### src/rtl/queue_word_packer.sv
// Pops bytes from an 8-bit queue and packs BYTES_PER_WORD of them little-endian into one word; `PACKER_FLUSH_EN adds partial-word flush.
// Latency: word_valid rises two cycles after the pop of the last byte; minimum cadence is one word per BYTES_PER_WORD+2 cycles.
// Backpressure: a held word blocks further pops until word_ready is seen; word_ready never reaches q_re combinationally.
module queue_word_packer #(
    parameter int BYTES_PER_WORD = 4,
    parameter int CNT_W          = 16
) (
    input  logic                        clk,
    input  logic                        rst_n,
    input  logic                        q_empty,
    input  logic [7:0]                  q_data,
    output logic                        q_re,
    output logic [8*BYTES_PER_WORD-1:0] word_out,
    output logic                        word_valid,
    input  logic                        word_ready,
    output logic [CNT_W-1:0]            words_emitted
`ifdef PACKER_FLUSH_EN
    ,
    input  logic                        flush,
    output logic [3:0]                  word_bytes
`endif
);

    typedef enum logic {S_FILL, S_HOLD} state_t;

    state_t                      r_state;
    logic [3:0]                  r_count;
    logic                        r_pending;
    logic [8*BYTES_PER_WORD-1:0] r_word;
    logic                        r_valid;
    logic [CNT_W-1:0]            r_emitted;

    logic [3:0] w_inflight;
    logic       w_room;
    logic       w_last;
    logic       w_accept;
    logic       w_flush_block;

`ifdef PACKER_FLUSH_EN
    logic       r_flush_req;
    logic [3:0] r_word_bytes;

    assign w_flush_block = r_flush_req;
    assign word_bytes    = r_word_bytes;
`else
    assign w_flush_block = 1'b0;
`endif

    // Bytes already captured plus the one in flight must leave room for another pop.
    assign w_inflight = r_count + {3'b000, r_pending};
    assign w_room     = (w_inflight < 4'(BYTES_PER_WORD));
    assign w_last     = r_pending && (r_count == 4'(BYTES_PER_WORD - 1));
    assign w_accept   = r_valid && word_ready;

    assign q_re          = (r_state == S_FILL) && !q_empty && w_room && !w_flush_block;
    assign word_out      = r_word;
    assign word_valid    = r_valid;
    assign words_emitted = r_emitted;

    always_ff @(posedge clk or negedge rst_n) begin
        if (!rst_n) begin
            r_state      <= S_FILL;
            r_count      <= 4'd0;
            r_pending    <= 1'b0;
            r_word       <= '0;
            r_valid      <= 1'b0;
            r_emitted    <= '0;
`ifdef PACKER_FLUSH_EN
            r_flush_req  <= 1'b0;
            r_word_bytes <= 4'd0;
`endif
        end else begin
            r_pending <= q_re;
            case (r_state)
                S_FILL: begin
                    if (r_pending) begin
                        r_word[8*r_count +: 8] <= q_data;
                        r_count                <= r_count + 4'd1;
                    end
                    if (w_last) begin
                        r_state <= S_HOLD;
                        r_valid <= 1'b1;
`ifdef PACKER_FLUSH_EN
                        r_flush_req  <= 1'b0;
                        r_word_bytes <= 4'(BYTES_PER_WORD);
`endif
                    end
`ifdef PACKER_FLUSH_EN
                    // A flushed word waits for its in-flight byte before it is presented.
                    else if (r_flush_req && !r_pending) begin
                        r_state      <= S_HOLD;
                        r_valid      <= 1'b1;
                        r_flush_req  <= 1'b0;
                        r_word_bytes <= r_count;
                    end else if (flush && (w_inflight != 4'd0)) begin
                        r_flush_req <= 1'b1;
                    end
`endif
                end
                S_HOLD: begin
                    if (w_accept) begin
                        r_state   <= S_FILL;
                        r_valid   <= 1'b0;
                        r_count   <= 4'd0;
                        r_word    <= '0;
                        r_emitted <= r_emitted + 1'b1;
`ifdef PACKER_FLUSH_EN
                        r_word_bytes <= 4'd0;
`endif
                    end
                end
                default: r_state <= S_FILL;
            endcase
        end
    end

endmodule
### config.mk
export PLATFORM = sky130hd
export DESIGN_NAME = queue_word_packer
export DESIGN_NICKNAME = d
export VERILOG_FILES = /design/src/rtl/queue_word_packer.sv
export SDC_FILE = /design/constraint.sdc
export NUM_CORES = 1
export LEC_CHECK = 0
export ABC_AREA = 1
export BUFFER_PORTS_ARGS = -buffer_cell sky130_fd_sc_hd__buf_2
export CAP_MARGIN = 10
export CORE_AREA = 5 5 77 79
export CTS_BUF_LIST = sky130_fd_sc_hd__clkbuf_8 sky130_fd_sc_hd__clkbuf_16
export CTS_CLUSTER_SIZE = 10
export DETAILED_ROUTE_END_ITERATION = 8
export DIE_AREA = 0 0 82 84
export PLACE_DENSITY = 0.77
export SETUP_SLACK_MARGIN = 0.1
export SLEW_MARGIN = 20
export SYNTH_ARGS = -nofsm -noshare
export SYNTH_HDL_FRONTEND = slang
export SYNTH_SLANG_ARGS = --single-unit
### constraint.sdc
create_clock -name clk -period 2.3 [get_ports clk]
set_clock_uncertainty 0.15 [all_clocks]
set_input_delay 0.46 -clock clk [delete_from_list [all_inputs] [get_ports clk]]
set_output_delay 0.46 -clock clk [all_outputs]
set_load 0.05 [all_outputs]
== After elaboration in Yosys (flattened, before gate mapping) ==
Index checks and enable logic that the tools add are counted.
Word-level totals
  bits in registers: 55
  latch bits: 0
  bits in writable memories: 0
  bits in read-only memories: 0
  word-level logic and storage cells: 39
  memories: 0
Cells by class
  $add $sub $neg: 4
  multiply operators: 0
  div/mod/pow operators: 0
  order comparisons: 1
  equality and inequality tests: 4
  shift operators: 2
  multiplexer cells: 13
  bitwise operators: 1
  reductions and logical operators: 8
Operators by type and width (count)
  2-to-1 mux 32 bit: 2
  case mux 32 bit (2 select lines): 1
  negation 7 -> 34 bit: 1
  variable shift 8 x 34 -> 32 bit, first input constant: 1
  variable part select 8 x 34 -> 32 bit: 1
  bitwise mux 32 bit: 1
  adder 16 x 1 -> 16 bit, second input constant: 1
  2-to-1 mux 4 bit: 2
  case mux 4 bit (2 select lines): 1
  AND reduction 2 bit: 3
  adder 4 x 1 -> 4 bit: 1
  adder 4 x 1 -> 4 bit, second input constant: 1
  == test 4 x 2 -> 1 bit, second input constant: 1
  logical AND 1 bit: 4
  less-than comparator 4 x 3 -> 1 bit, second input constant: 1
  2-to-1 mux 1 bit: 4
  != test 2 bit, second input constant: 2
  case mux 1 bit (2 select lines): 2
  != test 2 x 1 -> 1 bit, second input constant: 1
  zero test 1 bit: 1
  NOT 1 bit: 1

== Longest topological paths before layout ==
Gate-level depths: netlist of the first run.
  depth in word-level cells: 5
  mapped depth: 11
  depth with buffers taken out: 11

== Worst setup path before layout of the first run ==
OpenSTA, ideal clock, no wires.
  path type: register to output
  start: reg r_count[2]
  end: out q_re
  arrival time: 2.202 ns
  path slack: -0.512 ns
  stages on the path, launching flop included: 5
  path buffers: 0
  path through: dfrtp_1 > nand3_1 > nor2_1 > nor2_1 > nor4_1
Between the ends
  word-level cells in the longest chain between the ends: 3
RTL lines
  from (decl): line 27  | logic [3:0] r_count;
  from (signal assigned): line 78  | r_count <= r_count + 4'd1;
  adder 4 x 1 -> 4 bit: line 50  | assign w_inflight = r_count + {3'b000, r_pending};
  less-than comparator 4 x 3 -> 1 bit: line 51  | assign w_room = (w_inflight < 4'(BYTES_PER_WORD));
  logical AND 1 bit: line 55  | assign q_re = (r_state == S_FILL) && !q_empty && w_room && !w_flush_block;
  to (decl): line 12  | output logic q_re,
Every way passes these cells.

== Final worst setup path of the first run ==
  start: reg r_count[0]
  end: out q_re
The elaborated chain is that of the path after synthesis.

==> results of run 1 <==
==> power groups by stage <==
| stage | logic (mW) | clock network, mW | registers (mW) |
|---|---|---|---|
| global placement | 2.31 | 0 | 1.46 |
| CTS | 2.39 | 0.674 | 1.45 |
| global route | 2.67 | 0.714 | 1.50 |
| detailed placement | 2.37 | 0 | 1.47 |
| finish | 2.47 | 0.659 | 1.46 |
| floorplan | 1.01 | 0 | 2.22 |
==> sequential cells by signal, indices dropped and copies added (netlist names) <==
signal	cells
r_pending	1
r_state	1
word_out	32
r_count	4
word_valid	1
words_emitted	16
==> per-stage QoR <==
stage	total power [mW]	instance area (sq um)
2_1_floorplan	3.23	2630
3_3_place_gp	3.78	3070
3_5_place_dp	3.84	3070
4_1_cts	4.51	3210
5_1_grt	4.89	3230
6_report	4.60	3230
==> metal layers <==
layer	wire length [um]	part of all wire, %
met5	0	0
met4	114	1.9
met3	388	6.3
met2	2950	48
met1	2700	44
==> cells by family after synthesis <==
logic type | after synthesis
DFF | 55
and+or+nand+nor | 188
xor gates and xnor gates | 15
adders and majority gates | 4
AOI/OAI and AO/OA | 5
buffers and inverters | 35
==> cell usage in the layout, fill, tap and decap left out, types with 4 or more instances in the layout <==
cell type  instances
nor2_2             7
buf_4              7
nand3_1           43
xnor2_1            4
clkbuf_8           6
nor2_1            18
nand2_1           87
inv_1             25
buf_2             60
dfrtp_1           54
xor2_1            11
nand4_1           17
nand2_2            4
==> layout make-up <==
cell class	instances	area, sq um	share of cell area (%)
timing repair buffer	70	394	12.2
clock inverter	2	35.0	1.08
inverter	29	109	3.37
multi-input combinational	212	1140	35.4
tap	72	90.1	2.79
sequential	55	1380	42.6
clock buffer	6	82.6	2.55
==> what timing repair did <==
action | 4_1_cts | 5_1_grt
endpoints found under the hold margin | 11 | 0
gates resized for setup | 2 | 5
hold buffers | 1 | 0
pin swaps | 0 | 1
setup buffers | 0 | 1
setup endpoints to repair | 1 | 25
==> path summary, 6_finish.rpt <==
path                                          to  slack (ns)  cells after the start
worst min register to register      word_out[27]        0.33                      2
worst min-delay path                   r_pending        0.18                      2
worst max register to register      word_out[24]        0.24                     10
worst max-delay path                        q_re        0.18                      5
max in group asynchronous           word_out[10]        0.91                      3
min in group asynchronous       words_emitted[5]        0.52                      2
==> impl_metrics.env, run 1 <==
export IMPL_synthAdderAreaFrac_pct=1.91
export IMPL_ys_warn_count=0
export IMPL_cts_root_buf="clkbuf_8"
export IMPL_slew_headroom_pct=62.7
export IMPL_pwr_share_clk_pct=14.3
export IMPL_synth_area_mux_share_pct=0
export IMPL_yosys_top_cells_count="nand2_1 (87), dfrtp_1 (55), nand3_1 (43)"
export IMPL_grt_overflow_total=0
export IMPL_powerDensity_mw_per_mm2=1420
export IMPL_grt_use_total_pct=19.3
export IMPL_worst_path_buf_inv=1
export IMPL_cpMostUsedCell="nor2_1"
export IMPL_drv_slew=0
export IMPL_place_ws_ns=0.131
export IMPL_yosysSeqAreaShare_pct=52.6
export IMPL_synth_compound_area_share_pct=1.15
export IMPL_worstSkewPairLatency_ns=0.31
export IMPL_busiest_layer="met2"
export IMPL_htree_levels=2
export IMPL_gp_congestion=0.989
export IMPL_synth_cell_type_count=24
export IMPL_initial_core_util_pct=49.7
export IMPL_rsz0062_at_grt="true"
export IMPL_drive_gt1_share_pct=27.3
export IMPL_syn_inst=302
export IMPL_pin_count=62
export IMPL_regToRegStartpoint="r_count[2]"
export IMPL_vias=2278
export IMPL_outcome="finished, final reports clean"
export IMPL_synth_top_family_by_area="simple AND/OR/NAND/NOR gates"
export IMPL_crit_required_ns=1.69
export IMPL_internal_power_mw=2.23
export IMPL_core_sq_mm=0.00527
export IMPL_synthTopCellsByArea="dfrtp_1 (53%), nand2_1 (12%), nand3_1 (8.2%), nand4_1 (4.1%), xor2_1 (3.7%)"
export IMPL_synth_async_reset_ratio_pct=100
export IMPL_synth_simple_area_share_pct=34.3
export IMPL_seq_power_share_pct=31.9
export IMPL_fin_util_pct=61.3
export IMPL_die_area_sq_mm=0.00689
export IMPL_p_sw_share_pct=51.4
export IMPL_drc=0
export IMPL_rows=27
export IMPL_fmax_ghz=0.472
export IMPL_synthToLayoutAreaGrowth_pct=23.5
export IMPL_cts_inserted_buffers=5
export IMPL_worst_path_max_delay_cell="dfrtp_1"
export IMPL_maxCapViolations=0
export IMPL_wl_per_cell_um=13.8
export IMPL_netlist_area_sq_mm=0.00262
export IMPL_critPathLaunch="r_count[0]"
export IMPL_nets=389
export IMPL_power_switching_mw=2.36
export IMPL_fill_cells=491
export IMPL_firstDrtPassIters=4
export IMPL_setup_viol=0
export IMPL_grt_util_met2_pct=30.3
export IMPL_setup_slack_ns=0.180
export IMPL_arrival_ns=1.51
export IMPL_min_from="q_empty"
export IMPL_grt_pass1_vias=2238
export IMPL_place_inst=436
export IMPL_tns_ns=0
export IMPL_die_h_um=84
export IMPL_synth_edff_count=0
export IMPL_dp_hpwl_mm=4.65
export IMPL_antenna_left=0
export IMPL_grt_util_met3_pct=4.43
export IMPL_grt_pass1_wl_mm=10.6
export IMPL_syn_nets=318
export IMPL_whs_ns=0.182
export IMPL_max_stage_delay_ns=0.42
export IMPL_critical_path_top_delay_family="simple AND/OR/NAND/NOR gates"
export IMPL_synth_top_area_share_pct=52.6
export IMPL_diodes=0
export IMPL_synth_seq_cells=55
export IMPL_yosys_area_top_type="dfrtp_1"
export IMPL_min_period_ns=2.12
export IMPL_grtUsageMet1_pct=26.4
export IMPL_portBuffers=61
export IMPL_clock_path_buffers=2
export IMPL_crit_chain="nand3_1 -> nor2_1 -> nor2_1 -> nor4_4 -> buf_6"
export IMPL_ir_drop_mv=0.664
export IMPL_drt_total_wl_mm=6.15
export IMPL_worst_pin_slew_ns=0.560
export IMPL_viasPerCell=5.11
export IMPL_path_class="flip-flop to primary output"
export IMPL_drt_iter0_markers=126
export IMPL_chipWidth_um=82
export IMPL_cts_sinks=55
export IMPL_endpoint_kind="primary output"
export IMPL_cts_tree="done"
export IMPL_finalHoldViolations=0
export IMPL_antenna_found_initial=0
export IMPL_ys_flop_type="dfrtp_1"
export IMPL_fin_crit_sh_pct=92.2
export IMPL_cp_max_fo=4
export IMPL_synth_avg_cell_area_sq_um=8.67
export IMPL_synth_xor_area_share_pct=5.02
export IMPL_min_delay_path_class="input port to flip-flop"
export IMPL_clk_pin_slew_ns=0.10
export IMPL_yosysMostFrequentCell="nand2_1"
export IMPL_grt_max_degree=33
export IMPL_critical_path_startpoint_type="flip-flop"
export IMPL_leakage_nw=1.89
export IMPL_final_cells=446
export IMPL_combPwrFrac_pct=53.8
Power figures use the tool's default switching activity.
==> inputs of run 2 (changes only) <==
--- a/config.mk
+++ b/config.mk
@@ -8,12 +8,12 @@
 export ABC_AREA = 1
 export BUFFER_PORTS_ARGS = -buffer_cell sky130_fd_sc_hd__buf_2
 export CAP_MARGIN = 10
-export CORE_AREA = 5 5 77 79
+export CORE_AREA = 5 5 80 82
 export CTS_BUF_LIST = sky130_fd_sc_hd__clkbuf_8 sky130_fd_sc_hd__clkbuf_16
 export CTS_CLUSTER_SIZE = 10
 export DETAILED_ROUTE_END_ITERATION = 8
-export DIE_AREA = 0 0 82 84
-export PLACE_DENSITY = 0.77
+export DIE_AREA = 0 0 85 87
+export PLACE_DENSITY = 0.75
 export SETUP_SLACK_MARGIN = 0.1
 export SLEW_MARGIN = 20
 export SYNTH_ARGS = -nofsm -noshare
==> constraint.sdc (replaced) <==
create_clock -name clk -period 1.8 [get_ports clk]
set_clock_uncertainty 0.15 [all_clocks]
set_input_delay 0.36 -clock clk [delete_from_list [all_inputs] [get_ports clk]]
set_output_delay 0.36 -clock clk [all_outputs]
set_load 0.05 [all_outputs]
==> run 2 against run 1 <==
  * The run now ends with negative setup slack left
  * Cell count rose by 4.9%
  * Die area increased by 7.4%
  * Clock power up 45%
  * Power is 50% higher
  * Register-to-register slack lost 0.46 ns
  * Core utilization up 5.3 points
  * First-iteration DRC count grew 45%
  * Largest power group unchanged
  * Highest routed layer unchanged
==> impl_metrics.env, run 2 (synthesis gave the netlist of run 1 again) <==
export IMPL_pin_count=62
export IMPL_crit_chain="buf_12 -> nand3_4 -> nor2_2 -> nor2_2 -> nor4_4 -> buf_6"
export IMPL_drt_total_wl_mm=7.11
export IMPL_grt_overflow_total=0
export IMPL_seq_power_share_pct=28.4
export IMPL_reg2reg_slack_ns=-0.22
export IMPL_clock_path_buffers=2
export IMPL_min_delay_path_class="input port to flip-flop"
export IMPL_rsz0062_at_grt="true"
export IMPL_cpMostUsedCell="nor2_2"
export IMPL_ir_drop_mv=1.16
export IMPL_vias=2439
export IMPL_mostFrequentLayoutCells="nand2_1 (73), buf_2 (60), dfrtp_1 (46)"
export IMPL_arrival_ns=1.54
export IMPL_tns_ns=-4.73
export IMPL_grt_use_total_pct=19.5
export IMPL_drt_iter0_markers=183
export IMPL_crit_path_end="q_re"
export IMPL_final_common_cell="nand2_1"
export IMPL_chipWidth_um=85
export IMPL_dp_hpwl_mm=4.85
export IMPL_path_class="flip-flop to primary output"
export IMPL_cts_inserted_buffers=5
export IMPL_reg2reg_depth=11
export IMPL_grt_max_degree=56
export IMPL_cts_tree="done"
export IMPL_endpoint_kind="primary output"
export IMPL_grt_pass1_vias=2459
export IMPL_crit_required_ns=1.29
export IMPL_outcome="complete, but fails checks"
export IMPL_largest_register_ffs=32
export IMPL_drv_slew=0
export IMPL_max_stage_delay_ns=0.40
export IMPL_clk_pin_slew_ns=0.09
export IMPL_gp_congestion=0.903
export IMPL_critPathLaunch="r_count[2]"
export IMPL_p_sw_share_pct=50.2
export IMPL_viasPerCell=5.21
export IMPL_wl_per_cell_um=15.2
export IMPL_min_period_ns=2.05
export IMPL_power_switching_mw=3.45
export IMPL_maxCapViolations=0
export IMPL_powerDensity_mw_per_mm2=1820
export IMPL_finalInstanceArea_sq_mm=0.00378
export IMPL_finalHoldViolations=0
export IMPL_die_h_um=87
export IMPL_initial_core_util_pct=46.1
export IMPL_combPwrFrac_pct=57.7
export IMPL_r2r_end="word_out[28]"
export IMPL_firstDrtPassIters=4
export IMPL_fmax_ghz=0.487
export IMPL_cts_sinks=55
export IMPL_cp_max_fo=4
export IMPL_portBuffers=61
export IMPL_setup_viol=33
export IMPL_regToRegStartpoint="r_count[2]"
export IMPL_slew_headroom_pct=73.7
export IMPL_grt_pass1_wl_mm=11.6
export IMPL_cts_root_buf="clkbuf_8"
export IMPL_rows=28
export IMPL_internal_power_mw=3.43
export IMPL_die_area_sq_mm=0.00740
export IMPL_leakage_nw=2.05
export IMPL_htree_levels=2
export IMPL_diodes=0
export IMPL_worstSkewPairLatency_ns=0.31
export IMPL_drc=0
export IMPL_core_sq_mm=0.00568
export IMPL_fin_crit_sh_pct=114
export IMPL_nets=408
export IMPL_critical_path_startpoint_type="flip-flop"
export IMPL_pwr_share_clk_pct=13.9
export IMPL_worst_pin_slew_ns=0.395
export IMPL_synthToLayoutAreaGrowth_pct=44.3
export IMPL_setup_slack_ns=-0.252
export IMPL_drive_gt1_share_pct=47.8
export IMPL_violations="negative setup slack"
export IMPL_antenna_left=0
export IMPL_worst_path_max_delay_cell="dfrtp_2"
export IMPL_antenna_found_initial=0
export IMPL_dpl_cell_area_sq_mm=0.00328
run 2: what timing repair did:
item,CTS,global route
setup buffers,3,6
endpoints found under the setup margin,37,37
gates resized for setup,46,24
hold buffers,1,0
pin swaps,11,13
hold endpoints to repair,55,0
run 2: worst max-delay path: cells and delay by family, from the launching register on:
| family | cells | cell delay, ns |
|---|---|---|
| simple gates | 4 | 0.51 |
| buf+inv | 2 | 0.32 |
| flops | 1 | 0.40 |
run 2: stage by stage:
| step | cells | hold slack [ns] | power, mW | util [%] | setup WS (ns) |
|---|---|---|---|---|---|
| 6_report | 468 | 0.0810 | 6.88 | 66.6 | -0.252 |
| 5_1_grt | 468 | 0.0745 | 7.27 | 66.6 | -0.333 |
| 4_1_cts | 463 | 0.0786 | 6.53 | 64.1 | -0.154 |
| 3_5_place_dp | 451 | 0.232 | 5.27 | 57.7 | -0.0519 |
| 3_3_place_gp | 451 | 0.229 | 5.21 | 57.7 | -0.00768 |
| 2_1_floorplan | 302 | -0.0856 | 4.35 | - | -0.0556 |
run 2: layer usage:
layer | vias up | track usage [%] | share of wire (%)
met1 | 1186 | 24.6 | 41
met4 | 0 | 6.62 | 1.9
li1 | 1158 | - | -
met2 | 79 | 33.5 | 52
met3 | 16 | 3.97 | 5.3
met5 | - | 0 | 0
run 2: cell type report:
class / count / area, sq um
clock buffer: 5 / 68.8
multi-input combinational: 212 / 1480
inverter: 29 / 116
fill: 474 / 1900
sequential: 55 / 1390
clock inverter: 3 / 67.6
tap: 75 / 93.8
timing repair buffer: 89 / 568
run 2: power by group through the flow:
stage                     combinational (mW)  clock, mW  sequential (mW)
after floorplan                         1.47          0             2.88
after global placement                  3.33          0             1.88
after detailed placement                3.38          0             1.89
after CTS                               3.64      0.973             1.91
after global routing                    4.24       1.03             2.00
final                                   3.97      0.955             1.95
run 2: worst min-delay path by stage:
stage | startpoint | end | slack, ns | cells past startpoint
2_1_floorplan | rst_n | r_count[0] | -0.09 | 0
3_3_place_gp | rst_n | words_emitted[5] | 0.23 | 2
3_5_place_dp | rst_n | words_emitted[5] | 0.23 | 2
4_1_cts | q_empty | r_pending | 0.08 | 2
5_1_grt | q_empty | r_pending | 0.07 | 2
6_report | q_empty | r_pending | 0.08 | 2
